[config.mk]
export PLATFORM = sky130hd
export DESIGN_NAME = sevenseg_scan_ctrl_flat
export DESIGN_NICKNAME = d
export VERILOG_FILES = /design/src/rtl/sevenseg_scan_ctrl_if.sv /design/src/rtl/sevenseg_scan_ctrl.sv /design/src/flat_wrapper.sv
export SDC_FILE = /design/constraint.sdc
export NUM_CORES = 1
export LEC_CHECK = 0
export CAP_MARGIN = 20
export CORE_MARGIN = 2
export CORE_UTILIZATION = 63
export CTS_CLUSTER_SIZE = 25
export DETAILED_ROUTE_END_ITERATION = 10
export DONT_BUFFER_PORTS = 1
export PLACE_DENSITY = 0.86
export SKIP_CTS_REPAIR_TIMING = 1
export SYNTH_ARGS = -nofsm -noshare
export SYNTH_HDL_FRONTEND = slang
export SYNTH_SLANG_ARGS = --single-unit
export TNS_END_PERCENT = 1
[constraint.sdc]
create_clock -name MCLK -period 3.9 [get_ports MCLK]
set_input_delay 0.39 -clock MCLK [delete_from_list [all_inputs] [get_ports MCLK]]
set_output_delay 0.39 -clock MCLK [all_outputs]
set_load 0.005 [all_outputs]
[src/rtl/sevenseg_scan_ctrl_if.sv]
// Purpose: bus bundle for the eight-digit seven-segment scan controller.
//   master : TICK, LOAD, DATA, DP, EN_MASK out; AN, SEG, DP_OUT, FRAME_DONE in
//   slave  : the reverse, used by sevenseg_scan_ctrl
//   TICK       scan strobe, one clock wide, one digit slot per pulse
//   LOAD       one-cycle strobe capturing DATA/DP/EN_MASK into the pending copy
//   DATA       eight hex nibbles, nibble i drives digit i (digit 0 rightmost)
//   DP         decimal point per digit, 1 = lit
//   EN_MASK    digit enable, 1 = digit may light
//   AN         anode drive, active-low, at most one bit low
//   SEG        cathodes {g,f,e,d,c,b,a}, active-low
//   DP_OUT     decimal-point cathode, active-low
//   FRAME_DONE one-cycle pulse at each frame start
interface sevenseg_scan_ctrl_if;
  localparam int unsigned NDIG   = 8;
  localparam int unsigned DATA_W = 32;
  localparam int unsigned SEG_W  = 7;

  logic              TICK;
  logic              LOAD;
  logic [DATA_W-1:0] DATA;
  logic [NDIG-1:0]   DP;
  logic [NDIG-1:0]   EN_MASK;
  logic [NDIG-1:0]   AN;
  logic [SEG_W-1:0]  SEG;
  logic              DP_OUT;
  logic              FRAME_DONE;

  modport master (
    output TICK, LOAD, DATA, DP, EN_MASK,
    input  AN, SEG, DP_OUT, FRAME_DONE
  );

  modport slave (
    input  TICK, LOAD, DATA, DP, EN_MASK,
    output AN, SEG, DP_OUT, FRAME_DONE
  );
endinterface

[src/rtl/sevenseg_scan_ctrl.sv]
// Purpose: multiplexed scan controller for an eight-digit common-anode
//   seven-segment display. Each TICK ends the current digit slot; the
//   anodes are then held off for BLANK_CYCLES clocks before the next digit
//   is driven. Displayed data changes only at frame boundaries (7 -> 0).
// Ports:
//   MCLK  system clock, rising edge
//   MRST  asynchronous active-low reset
//   bus   sevenseg_scan_ctrl_if.slave (TICK, LOAD, DATA, DP, EN_MASK in;
//         AN, SEG, DP_OUT, FRAME_DONE out, all outputs registered)
// Parameter:
//   BLANK_CYCLES  inter-digit blanking length in MCLK cycles, 1..255
// Build option:
//   SEVENSEG_LZ_BLANK_EN  when defined, enabled digits above the highest
//   enabled non-zero nibble are blanked (digit 0 always shown).
module sevenseg_scan_ctrl #(
  parameter int unsigned BLANK_CYCLES = 16
) (
  input logic                 MCLK,
  input logic                 MRST,
  sevenseg_scan_ctrl_if.slave bus
);
  localparam int unsigned NDIG   = 8;
  localparam int unsigned NIB_W  = 4;
  localparam int unsigned DATA_W = 32;
  localparam int unsigned SEG_W  = 7;
  localparam int unsigned CNT_W  = 8;
  localparam int unsigned IDX_W  = 3;

  localparam logic [CNT_W-1:0] CNT_LAST = CNT_W'(BLANK_CYCLES - 1);
  localparam logic [IDX_W-1:0] IDX_LAST = IDX_W'(NDIG - 1);

  typedef enum logic {
    ST_DRIVE = 1'b0,
    ST_BLANK = 1'b1
  } state_e;

  state_e            state_q, state_d;
  logic [IDX_W-1:0]  idx_q, idx_d;
  logic [CNT_W-1:0]  cnt_q, cnt_d;

  logic [DATA_W-1:0] pend_data_q, pend_data_d;
  logic [NDIG-1:0]   pend_dp_q, pend_dp_d;
  logic [NDIG-1:0]   pend_en_q, pend_en_d;
  logic [DATA_W-1:0] act_data_q, act_data_d;
  logic [NDIG-1:0]   act_dp_q, act_dp_d;
  logic [NDIG-1:0]   act_en_q, act_en_d;

  logic [NDIG-1:0]   an_q, an_d;
  logic [SEG_W-1:0]  seg_q, seg_d;
  logic              dp_out_q, dp_out_d;
  logic              frame_done_q, frame_done_d;

  logic              wrap;
  logic              digit_lit;

  // Hex to active-low {g,f,e,d,c,b,a}
  function automatic logic [SEG_W-1:0] hex_decode(input logic [NIB_W-1:0] nib);
    logic [SEG_W-1:0] s;
    case (nib)
      4'h0: s = 7'h40;
      4'h1: s = 7'h79;
      4'h2: s = 7'h24;
      4'h3: s = 7'h30;
      4'h4: s = 7'h19;
      4'h5: s = 7'h12;
      4'h6: s = 7'h02;
      4'h7: s = 7'h78;
      4'h8: s = 7'h00;
      4'h9: s = 7'h10;
      4'hA: s = 7'h08;
      4'hB: s = 7'h03;
      4'hC: s = 7'h46;
      4'hD: s = 7'h21;
      4'hE: s = 7'h06;
      4'hF: s = 7'h0E;
      default: s = 7'h7F;
    endcase
    return s;
  endfunction

`ifdef SEVENSEG_LZ_BLANK_EN
  // Digits above the highest enabled non-zero nibble; digit 0 never marked
  function automatic logic [NDIG-1:0] lz_mask(input logic [DATA_W-1:0] data,
                                              input logic [NDIG-1:0]   en);
    logic [NDIG-1:0] m;
    logic            seen;
    m    = '0;
    seen = 1'b0;
    for (int i = int'(NDIG) - 1; i >= 1; i--) begin
      if (en[i] && (data[i*NIB_W +: NIB_W] != 4'h0)) seen = 1'b1;
      if (!seen) m[i] = 1'b1;
    end
    return m;
  endfunction
`endif

  // State, index, counter, data copies and registered outputs
  always_ff @(posedge MCLK or negedge MRST) begin
    if (!MRST) begin
      state_q      <= ST_BLANK;
      idx_q        <= IDX_LAST;
      cnt_q        <= '0;
      pend_data_q  <= '0;
      pend_dp_q    <= '0;
      pend_en_q    <= '0;
      act_data_q   <= '0;
      act_dp_q     <= '0;
      act_en_q     <= '0;
      an_q         <= '1;
      seg_q        <= '1;
      dp_out_q     <= 1'b1;
      frame_done_q <= 1'b0;
    end else begin
      state_q      <= state_d;
      idx_q        <= idx_d;
      cnt_q        <= cnt_d;
      pend_data_q  <= pend_data_d;
      pend_dp_q    <= pend_dp_d;
      pend_en_q    <= pend_en_d;
      act_data_q   <= act_data_d;
      act_dp_q     <= act_dp_d;
      act_en_q     <= act_en_d;
      an_q         <= an_d;
      seg_q        <= seg_d;
      dp_out_q     <= dp_out_d;
      frame_done_q <= frame_done_d;
    end
  end

  // Next state, data hand-over and output decode
  always_comb begin
    state_d      = state_q;
    idx_d        = idx_q;
    cnt_d        = cnt_q;
    pend_data_d  = pend_data_q;
    pend_dp_d    = pend_dp_q;
    pend_en_d    = pend_en_q;
    act_data_d   = act_data_q;
    act_dp_d     = act_dp_q;
    act_en_d     = act_en_q;
    wrap         = 1'b0;
    digit_lit    = 1'b0;
    an_d         = '1;
    seg_d        = '1;
    dp_out_d     = 1'b1;
    frame_done_d = 1'b0;

    if (bus.LOAD) begin
      pend_data_d = bus.DATA;
      pend_dp_d   = bus.DP;
      pend_en_d   = bus.EN_MASK;
    end

    case (state_q)
      ST_DRIVE: begin
        if (bus.TICK) begin
          state_d = ST_BLANK;
          cnt_d   = '0;
        end
      end
      ST_BLANK: begin
        // TICK is deliberately not looked at here: slots are never queued
        if (cnt_q == CNT_LAST) begin
          state_d = ST_DRIVE;
          cnt_d   = '0;
          idx_d   = idx_q + 1'b1;
          wrap    = (idx_q == IDX_LAST);
        end else begin
          cnt_d = cnt_q + 1'b1;
        end
      end
      default: state_d = ST_BLANK;
    endcase

    // Pending already includes a same-edge LOAD, so it lands in this frame
    if (wrap) begin
      act_data_d = pend_data_d;
      act_dp_d   = pend_dp_d;
      act_en_d   = pend_en_d;
    end

    // Outputs are decoded from next-state values so they register together
    if (state_d == ST_DRIVE) begin
      digit_lit = act_en_d[idx_d];
`ifdef SEVENSEG_LZ_BLANK_EN
      if (lz_mask(act_data_d, act_en_d)[idx_d]) digit_lit = 1'b0;
`endif
      if (digit_lit) begin
        an_d  = ~(NDIG'(1) << idx_d);
        seg_d = hex_decode(act_data_d[idx_d*NIB_W +: NIB_W]);
      end
      dp_out_d = ~(act_dp_d[idx_d] & act_en_d[idx_d]);
    end

    frame_done_d = wrap;
  end

  assign bus.AN         = an_q;
  assign bus.SEG        = seg_q;
  assign bus.DP_OUT     = dp_out_q;
  assign bus.FRAME_DONE = frame_done_q;

endmodule

[src/flat_wrapper.sv]
// flat-port wrapper written by rule: the top's interface ports become plain ports
module sevenseg_scan_ctrl_flat 
#(
  parameter int unsigned BLANK_CYCLES = 16
)
  (MCLK, MRST, bus_TICK, bus_LOAD, bus_DATA, bus_DP, bus_EN_MASK, bus_AN, bus_SEG, bus_DP_OUT, bus_FRAME_DONE);
  sevenseg_scan_ctrl_if bus_i ();
  input logic MCLK;
  input logic MRST;
  input wire logic [$bits(bus_i.TICK)-1:0] bus_TICK;
  input wire logic [$bits(bus_i.LOAD)-1:0] bus_LOAD;
  input wire logic [$bits(bus_i.DATA)-1:0] bus_DATA;
  input wire logic [$bits(bus_i.DP)-1:0] bus_DP;
  input wire logic [$bits(bus_i.EN_MASK)-1:0] bus_EN_MASK;
  output wire logic [$bits(bus_i.AN)-1:0] bus_AN;
  output wire logic [$bits(bus_i.SEG)-1:0] bus_SEG;
  output wire logic [$bits(bus_i.DP_OUT)-1:0] bus_DP_OUT;
  output wire logic [$bits(bus_i.FRAME_DONE)-1:0] bus_FRAME_DONE;
  assign bus_i.TICK = bus_TICK;
  assign bus_i.LOAD = bus_LOAD;
  assign bus_i.DATA = bus_DATA;
  assign bus_i.DP = bus_DP;
  assign bus_i.EN_MASK = bus_EN_MASK;
  assign bus_AN = bus_i.AN;
  assign bus_SEG = bus_i.SEG;
  assign bus_DP_OUT = bus_i.DP_OUT;
  assign bus_FRAME_DONE = bus_i.FRAME_DONE;
  sevenseg_scan_ctrl #(.BLANK_CYCLES(BLANK_CYCLES)) u_core (.MCLK(MCLK), .MRST(MRST), .bus(bus_i));
endmodule
==> summary.md, run 1 <==
| Metric | Value |
|---|---|
| Status | finished clean |
| FF+latch count, synth | 125 |
| Post-synth EDFFs | 0 |
| Fin nets | 538 |
| I/O Pins | 69 |
| CP arrival | 4.07 ns |
| DR iter-0 viols | 298 |
| Total GRT Usage | 27.7% |
| CTS sink cnt | 125 |
| R2R Setup Slk | 0.29 ns |
| Unrepaired setup endpoints after global routing | false |
| Post-layout min period | 3.61 ns |
| Hpwl dp | 8130 um |
| Post-synth top flop | dfrtp_1 |
| Final ANT Viol Nets | 0 |
| Launch point of the worst path | u_core.cnt_q[5]$_DFFE_PN0P_ |
| Period Utilization, post-route | 92.7% |
| Initial antenna violation count | 0 |
| Inserted Diodes | 0 |
| Ys Warns | 0 |
| Die W | 98.9 um |
| Crit path launch type | flop |
| Slew Viols, Final | 0 |
| Reg2Reg Depth | 10 |
| Critical path type | reg -> reg |
| Slew at the pin with the worst max-slew slack | 0.752 ns |
| Rel. slew slack | 49.5% |
| Synth-to-Final Area Change | 12.8% |
| Avg Cell Area, Syn | 12.0 sq um |
| Final Hold Viols | 0 |
| Post-Synthesis Cells | 471 |
| Vias | 3855 |
| Critical path capture point type | flop |
| DRT Pass-1 Iters | 6 |
| H-tree depth | 4 |
| Setup_tns | 0 ns |
| DR WL/cell | 21.3 um |
| Clock slew at reported path FFs | 0.06 ns |
| Max clock buf depth | 2 |
| Vias per Instance | 6.45 |
| Filler Cell Count | 523 |
| Die height | 98.9 um |
| CP required | 4.35 ns |
| Worst hold-check path type | in -> reg |
| Die Area | 0.00977 sq mm |
| GP Congestion | 0.845 |
| Sequential share of the synthesized area | 55.6% |
| TritonCTS clock tree | built |
| Clk root buf | clkbuf_8 |
| Peak supply drop | 0.000419 V |
| First-pass GRT wire length | 20700 um |
| I/O Buffers | 0 |
| Fmax | 0.277 GHz |
| Largest net degree at the start of global routing | 126 |
| Cell Area, Synth | 0.00567 sq mm |
| Layout cells sized above 1 | 30.0% |
| Total CTS buffers | 17 |
| Async set-reset flop share out of synthesis | 100% |
| Max cap viols | 0 |
| Crit path to | u_core.bus.SEG[3]$_DFF_PN1_ |
| Design area | 0.00640 sq mm |
| Reg2reg end | u_core.bus.SEG[3]$_DFF_PN1_ |
| Dpl ws | 0.483 ns |
| Power per Cell Area | 648 mW/mm^2 |
| P_leak | 0.00283 uW |
| Clock Latency Late Sink | 0.53 ns |
| Synth cell types | 60 |
| Slowest CP cell | or4_4 |
| Core footprint | 0.00872 sq mm |
| Syn Nets | 532 |
| Cells along the critical path | or4_4 -> o211ai_1 -> nand2_1 -> a221oi_1 -> a32o_1 -> inv_1 -> ha_1 -> mux2_1 -> nor2_1 -> o21ai_1 |
| GRT overflow | 0 |
| # DRC | 0 |
| Max stage delay on crit path | 0.67 ns |
| Final Power | 4150 uW |
| Worst Skew | 0.00830 ns |
| Crit-path max FO | 14 |
| Post-Route WL | 12700 um |
| Count of final setup violators | 0 |
| # rows | 34 |
| Initial Util | 65.0% |
| DP Area | 0.00575 sq mm |
| Crit Reg-Reg Startpoint | u_core.cnt_q[5]$_DFFE_PN0P_ |
| Vias in the first global route | 4041 |
| Final WS setup | 0.286 ns |
-- Yosys cell counts, drive strengths merged, types with 2 or more instances --
cell       n  area share (%)
a211oi     3            0.40
dfstp     20             9.3
or4        3            0.60
clkbuf     5            0.33
buf       17             1.6
nand2     69             4.6
mux2      67              13
dfrtp    105              46
mux2i     19             3.6
nor2      13            0.91
a221oi     8             1.2
a2bb2oi    2            0.31
a2111oi    2            0.53
nand4      4            0.44
ha         9             2.0
a31oi      5            0.55
a21oi     10            0.88
nor3       2            0.26
nor2b      2            0.22
o21ai     23             2.1
or2        3            0.33
o211ai     6            0.97
o221ai     2            0.31
inv       24             1.6
nand2b     2            0.22
nor4       7             1.3
and2       4            0.44
o22ai      3            0.33
a22o       3            0.46
a221o      5            0.88
and3       3            0.33
mux4       2            0.79
nand3      8            0.79
-- registers in the layout, summed over array words and instances, names as in the netlist, 3 cells and up --
register / cells
u_core.act_data_q: 32
u_core.pend_data_q: 32
u_core.act_dp_q: 8
u_core.act_en_q: 8
u_core.bus.AN: 8
u_core.cnt_q: 8
u_core.pend_dp_q: 8
u_core.pend_en_q: 8
u_core.bus.SEG: 7
u_core.idx_q: 3
-- layer usage --
| metal | track usage (%) | routed length, um | vias to the layer above |
|---|---|---|---|
| met2 | 44.5 | 6390 | 176 |
| met3 | 8.01 | 813 | 38 |
| met4 | 10.7 | 307 | 0 |
| li1 | - | - | 1694 |
| met5 | 0.513 | 0 | - |
| met1 | 35.7 | 5220 | 1947 |
-- per-stage QoR --
step	std cells	utilization, %	hold slack [ns]
after global placement	564	65.9	0.0977
after CTS	596	72.9	-0.449
after detailed placement	564	65.9	0.0984
final	598	73.3	0.0280
after global routing	598	73.3	0.0240
after floorplan	471	-	0.0944
-- placed cells by master, fill, tap and decap left out, types with 8 or more instances in the layout --
master / netlist / final
a21oi_1: 10 / 10
mux2i_1: 17 / 17
inv_1: 20 / 20
o21ai_0: 18 / 18
nand2_1: 69 / 69
dfrtp_1: 105 / 105
a221oi_1: 8 / 8
clkbuf_16: 0 / 16
mux2_2: 63 / 63
nor2_1: 12 / 12
ha_1: 9 / 9
dfstp_2: 20 / 20
-- critical path, delay by kind of cell, from the launching register on --
kind,cells,cell delay [ns]
buffers and inverters,1,0.12
and+or+nand+nor,3,1.05
DFF,1,0.48
adders and majority gates,1,0.27
AOI/OAI and AO/OA,4,1.30
muxes,1,0.32
-- worst min path at each step --
stage	from	cells past startpoint	to
after global routing	bus_DATA[23]	1	u_core.pend_data_q[23]$_DFF_PN0_
final	bus_DATA[23]	1	u_core.pend_data_q[23]$_DFF_PN0_
after detailed placement	MRST	0	u_core.bus.FRAME_DONE$_DFF_PN0_
after global placement	MRST	0	u_core.pend_data_q[9]$_DFF_PN0_
after CTS	MRST	0	u_core.pend_data_q[9]$_DFF_PN0_
after floorplan	MRST	0	u_core.act_data_q[0]$_DFF_PN0_
-- logic make-up (layout without fill, tap and decap cells) --
kind of cell / Yosys count / count (layout) / share of synthesized area (%)
AOI/OAI and AO/OA: 80 / 80 / 10.3
xor gates and xnor gates: 1 / 1 / 0.155
adders and majority gates: 9 / 9 / 1.99
buffers and inverters: 46 / 65 / 3.53
DFF: 125 / 125 / 55.6
muxes: 88 / 88 / 17.7
and+or+nand+nor: 122 / 122 / 10.7
-- power breakdown --
part           internal, uW  switching, uW
Sequential             1430           97.1
Combinational           368            614
Clock                  1040            592
Total                  2840           1300
-- layout make-up --
class | instances | area, sq um | share of cell area (%)
Clock buffer | 19 | 422 | 6.59
Tap cell | 108 | 135 | 2.11
Inverter | 24 | 90.1 | 1.41
Clock inverter | 13 | 191 | 2.99
Timing Repair Buffer | 9 | 90.1 | 1.41
Sequential cell | 125 | 3150 | 49.3
Multi-Input combinational cell | 300 | 2310 | 36.2
(Power assumes the default switching activity.)
==> run 2, diff against run 1 <==
--- a/config.mk
+++ b/config.mk
@@ -5,6 +5,7 @@
 export SDC_FILE = /design/constraint.sdc
 export NUM_CORES = 1
 export LEC_CHECK = 0
+export ABC_AREA = 1
 export CAP_MARGIN = 20
 export CORE_MARGIN = 2
 export CORE_UTILIZATION = 63
==> summary.md, run 2 <==
| Metric | Value |
|---|---|
| Dpl ws | 0.763 ns (was 0.483 ns) |
| GRT overflow | 0 (unchanged) |
| Avg Cell Area, Syn | 8.28 sq um (was 12.0 sq um) |
| Initial Util | 63.7% (was 65.0%) |
| Crit Reg-Reg Startpoint | u_core.idx_q[0]$_DFF_PN1_ (was u_core.cnt_q[5]$_DFFE_PN0P_) |
| Synth-to-Final Area Change | 11.2% (was 12.8%) |
| Setup_tns | 0 ns (unchanged) |
| Post-Route WL | 12500 um (was 12700 um) |
| Critical path capture point type | flop (unchanged) |
| Commonest non-fill, non-tap cell in the layout | nand2_1 (was dfrtp_1) |
| Post-synth EDFFs | 0 (unchanged) |
| Final Hold Viols | 0 (unchanged) |
| Biggest regs | u_core.act_data_q (32), u_core.pend_data_q (32) (unchanged) |
| WHS | 0.00813 ns (was 0.0280 ns) |
| Core footprint | 0.00911 sq mm (was 0.00872 sq mm) |
| Sequential share of the synthesized area | 54.3% (was 55.6%) |
| CP required | 4.34 ns (was 4.35 ns) |
| Dpl cells | 787 (was 564) |
| Max stage delay on crit path | 0.54 ns (was 0.67 ns) |
| Final core occ | 70.9% (was 73.3%) |
| Reg2reg end | u_core.bus.SEG[3]$_DFF_PN1_ (unchanged) |
| Critical path type | reg -> reg (unchanged) |
| GP Congestion | 0.956 (was 0.845) |
| Crit-path max FO | 68 (was 14) |
| Unrepaired setup endpoints after global routing | false (unchanged) |
| Status | finished clean (unchanged) |
| Post-layout min period | 3.26 ns (was 3.61 ns) |
| Worst Skew | 0.00640 ns (was 0.00830 ns) |
| Hold worst-path end | u_core.pend_en_q[6]$_DFF_PN0_ (was u_core.pend_data_q[23]$_DFF_PN0_) |
| Hpwl dp | 7880 um (was 8130 um) |
| Inserted Diodes | 0 (unchanged) |
| Clock slew at reported path FFs | 0.06 ns (about the same) |
| Die height | 100 um (was 98.9 um) |
| Critical path's most frequent cell | nand2_1 |
| DRT Pass-1 Iters | 5 (was 6) |
| Clock Latency Late Sink | 0.52 ns (was 0.53 ns) |
| Die Area | 0.0100 sq mm (was 0.00977 sq mm) |
| FF+latch count, synth | 125 (unchanged) |
| Slew at the pin with the worst max-slew slack | 0.775 ns (was 0.752 ns) |
| Peak supply drop | 0.000508 V (was 0.000419 V) |
| Cells along the critical path | ha_1 -> ha_1 -> nand3_4 -> buf_4 -> nand2_1 -> o21ai_1 -> nand2_1 -> nand2_1 -> nand2_1 -> nand3_1 -> nand2_1 -> inv_1 -> ha_1 -> nand3_1 -> nand2_1 -> nand2_1 -> nand3_1 (was or4_4 -> o211ai_1 -> nand2_1 -> a221oi_1 -> a32o_1 -> inv_1 -> ha_1 -> mux2_1 -> nor2_1 -> o21ai_1) |
| Slew Viols, Final | 0 (unchanged) |
| P_leak | 0.00339 uW (was 0.00283 uW) |
| Slowest CP cell | dfstp_2 (was or4_4) |
| Total GRT Usage | 27.5% (was 27.7%) |
| CP delay by family, top | simple AND/OR/NAND/NOR gates (was compound AO/OA/AOI/OAI gates) |
| I/O Buffers | 0 (unchanged) |
| Vias in the first global route | 4593 (was 4041) |
| Vias | 4523 (was 3855) |
| Cells on Worst Hold Path | 2 (was 1) |
| H-tree depth | 4 (unchanged) |
| Power per Cell Area | 721 mW/mm^2 (was 648 mW/mm^2) |
| Clk root buf | clkbuf_8 (unchanged) |
| Async set-reset flop share out of synthesis | 100% (unchanged) |
| Leading area contributor after synthesis | dfrtp_1 (unchanged) |
| Largest net degree at the start of global routing | 126 (unchanged) |
| # rows | 35 (was 34) |
| Initial antenna violation count | 0 (unchanged) |
| Synth cell types | 32 (was 60) |
| Hold Startpoint | bus_EN_MASK[6] (was bus_DATA[23]) |
| Reg2Reg Depth | 17 (was 10) |
| Worst hold-check path type | in -> reg (unchanged) |
| Cell Area, Synth | 0.00581 sq mm (was 0.00567 sq mm) |
| Max cap viols | 0 (unchanged) |
| TritonCTS clock tree | built (unchanged) |
| Period Utilization, post-route | 83.7% (was 92.7%) |
| CTS sink cnt | 125 (unchanged) |
| Post-Synthesis Cells | 701 (was 471) |
| Yosys top cell area share | 45.2% (was 46.4%) |
| Syn Nets | 762 (was 532) |
| Fin nets | 758 (was 538) |
| Final ANT Viol Nets | 0 (unchanged) |
| Fmax | 0.306 GHz (was 0.277 GHz) |
| Max clock buf depth | 2 (unchanged) |
| DR iter-0 viols | 341 (was 298) |
| Vias per Instance | 5.51 (was 6.45) |
| CP arrival | 3.71 ns (was 4.07 ns) |
| Crit path launch type | flop (unchanged) |
| WP buf/inv | 2 (was 1) |
| Most used cells in the layout excluding fill and tap cells | 285 x nand2_1, 105 x dfrtp_1, 71 x inv_1 (was 105 x dfrtp_1, 69 x nand2_1, 63 x mux2_2) |
| # DRC | 0 (unchanged) |
| R2R Setup Slk | 0.64 ns (was 0.29 ns) |
| Final WS setup | 0.635 ns (was 0.286 ns) |
| Rel. slew slack | 48.3% (was 49.5%) |
| Top cells by count, synth | 285 x nand2_1, 105 x dfrtp_1, 71 x inv_1 (was 105 x dfrtp_1, 69 x nand2_1, 63 x mux2_2) |
| Die W | 100 um (was 98.9 um) |
| DR WL/cell | 15.2 um (was 21.3 um) |
| Largest cells by area after synthesis | dfrtp_1 45%, nand2_1 18%, dfstp_2 9.0% (was dfrtp_1 46%, mux2_2 13%, dfstp_2 9.3%) |
| Count of final setup violators | 0 (unchanged) |
| Non-filler cells, final | 821 (was 598) |
| Post-synth top flop | dfrtp_1 (unchanged) |
| First-pass GRT wire length | 21400 um (was 20700 um) |
| Cell with the most instances after synthesis | nand2_1 (was dfrtp_1) |
| Total CTS buffers | 17 (unchanged) |
| Layout cells sized above 1 | 13.0% (was 30.0%) |
| Ys Warns | 0 (unchanged) |
| I/O Pins | 69 (unchanged) |
## run 2: cell families (layout without fill, tap and decap cells)
kind of cell               Yosys count  count (layout)  synth area share (%)
buffers and inverters              106             115                  7.84
and+or+nand+nor                    398             398                  29.4
DFF                                125             125                  54.3
muxes                                3               3                 0.517
adders and majority gates            9               9                  1.94
xor gates and xnor gates             3               3                 0.453
AOI/OAI and AO/OA                   57              57                  5.58
## run 2: per-stage QoR
| stage | power (uW) | instance area [sq um] |
|---|---|---|
| finish | 4650 | 6460 |
| floorplan | 2670 | 5810 |
| global placement | 2890 | 5810 |
| detailed placement | 2960 | 5810 |
| global route | 4950 | 6460 |
| CTS | 4620 | 6420 |
## run 2: how the worst max path moves through the flow
stage	start	end	slack (ns)	cells past startpoint
floorplan	u_core.idx_q[0]$_DFF_PN1_	u_core.bus.SEG[1]$_DFF_PN1_	1.56	16
global placement	u_core.idx_q[0]$_DFF_PN1_	u_core.bus.SEG[1]$_DFF_PN1_	0.98	15
detailed placement	u_core.idx_q[0]$_DFF_PN1_	u_core.bus.SEG[3]$_DFF_PN1_	0.76	17
CTS	u_core.idx_q[0]$_DFF_PN1_	u_core.bus.SEG[3]$_DFF_PN1_	0.71	17
global route	u_core.idx_q[0]$_DFF_PN1_	u_core.bus.SEG[3]$_DFF_PN1_	0.36	17
finish	u_core.idx_q[0]$_DFF_PN1_	u_core.bus.SEG[3]$_DFF_PN1_	0.64	17
## run 2: metal layers
layer / global-route usage, % / vias to the layer above / part of all wire (%)
met5: 0 / - / 0
met4: 12.5 / 0 / 3.0
met3: 6.27 / 38 / 3.9
met2: 46.8 / 146 / 51
met1: 33.6 / 2170 / 42
li1: - / 2169 / -
## run 2: where the power goes
group / internal, uW / leakage (uW) / total [uW] / switching, uW
Sequential: 1450 / 0.00140 / 1540 / 86.6
Combinational: 445 / 0.00170 / 1500 / 1050
Clock: 1070 / 0.000300 / 1620 / 550
Total: 2960 / 0.00339 / 4650 / 1690
## run 2: final cells by class
class,count,area [sq um]
repair buffers,5,60.1
clock buffers,21,449
clock inverters,11,164
multi-input cells,470,2200
fillers,629,2650
flip-flops and latches,125,3150
well taps,111,139
inverters,78,293
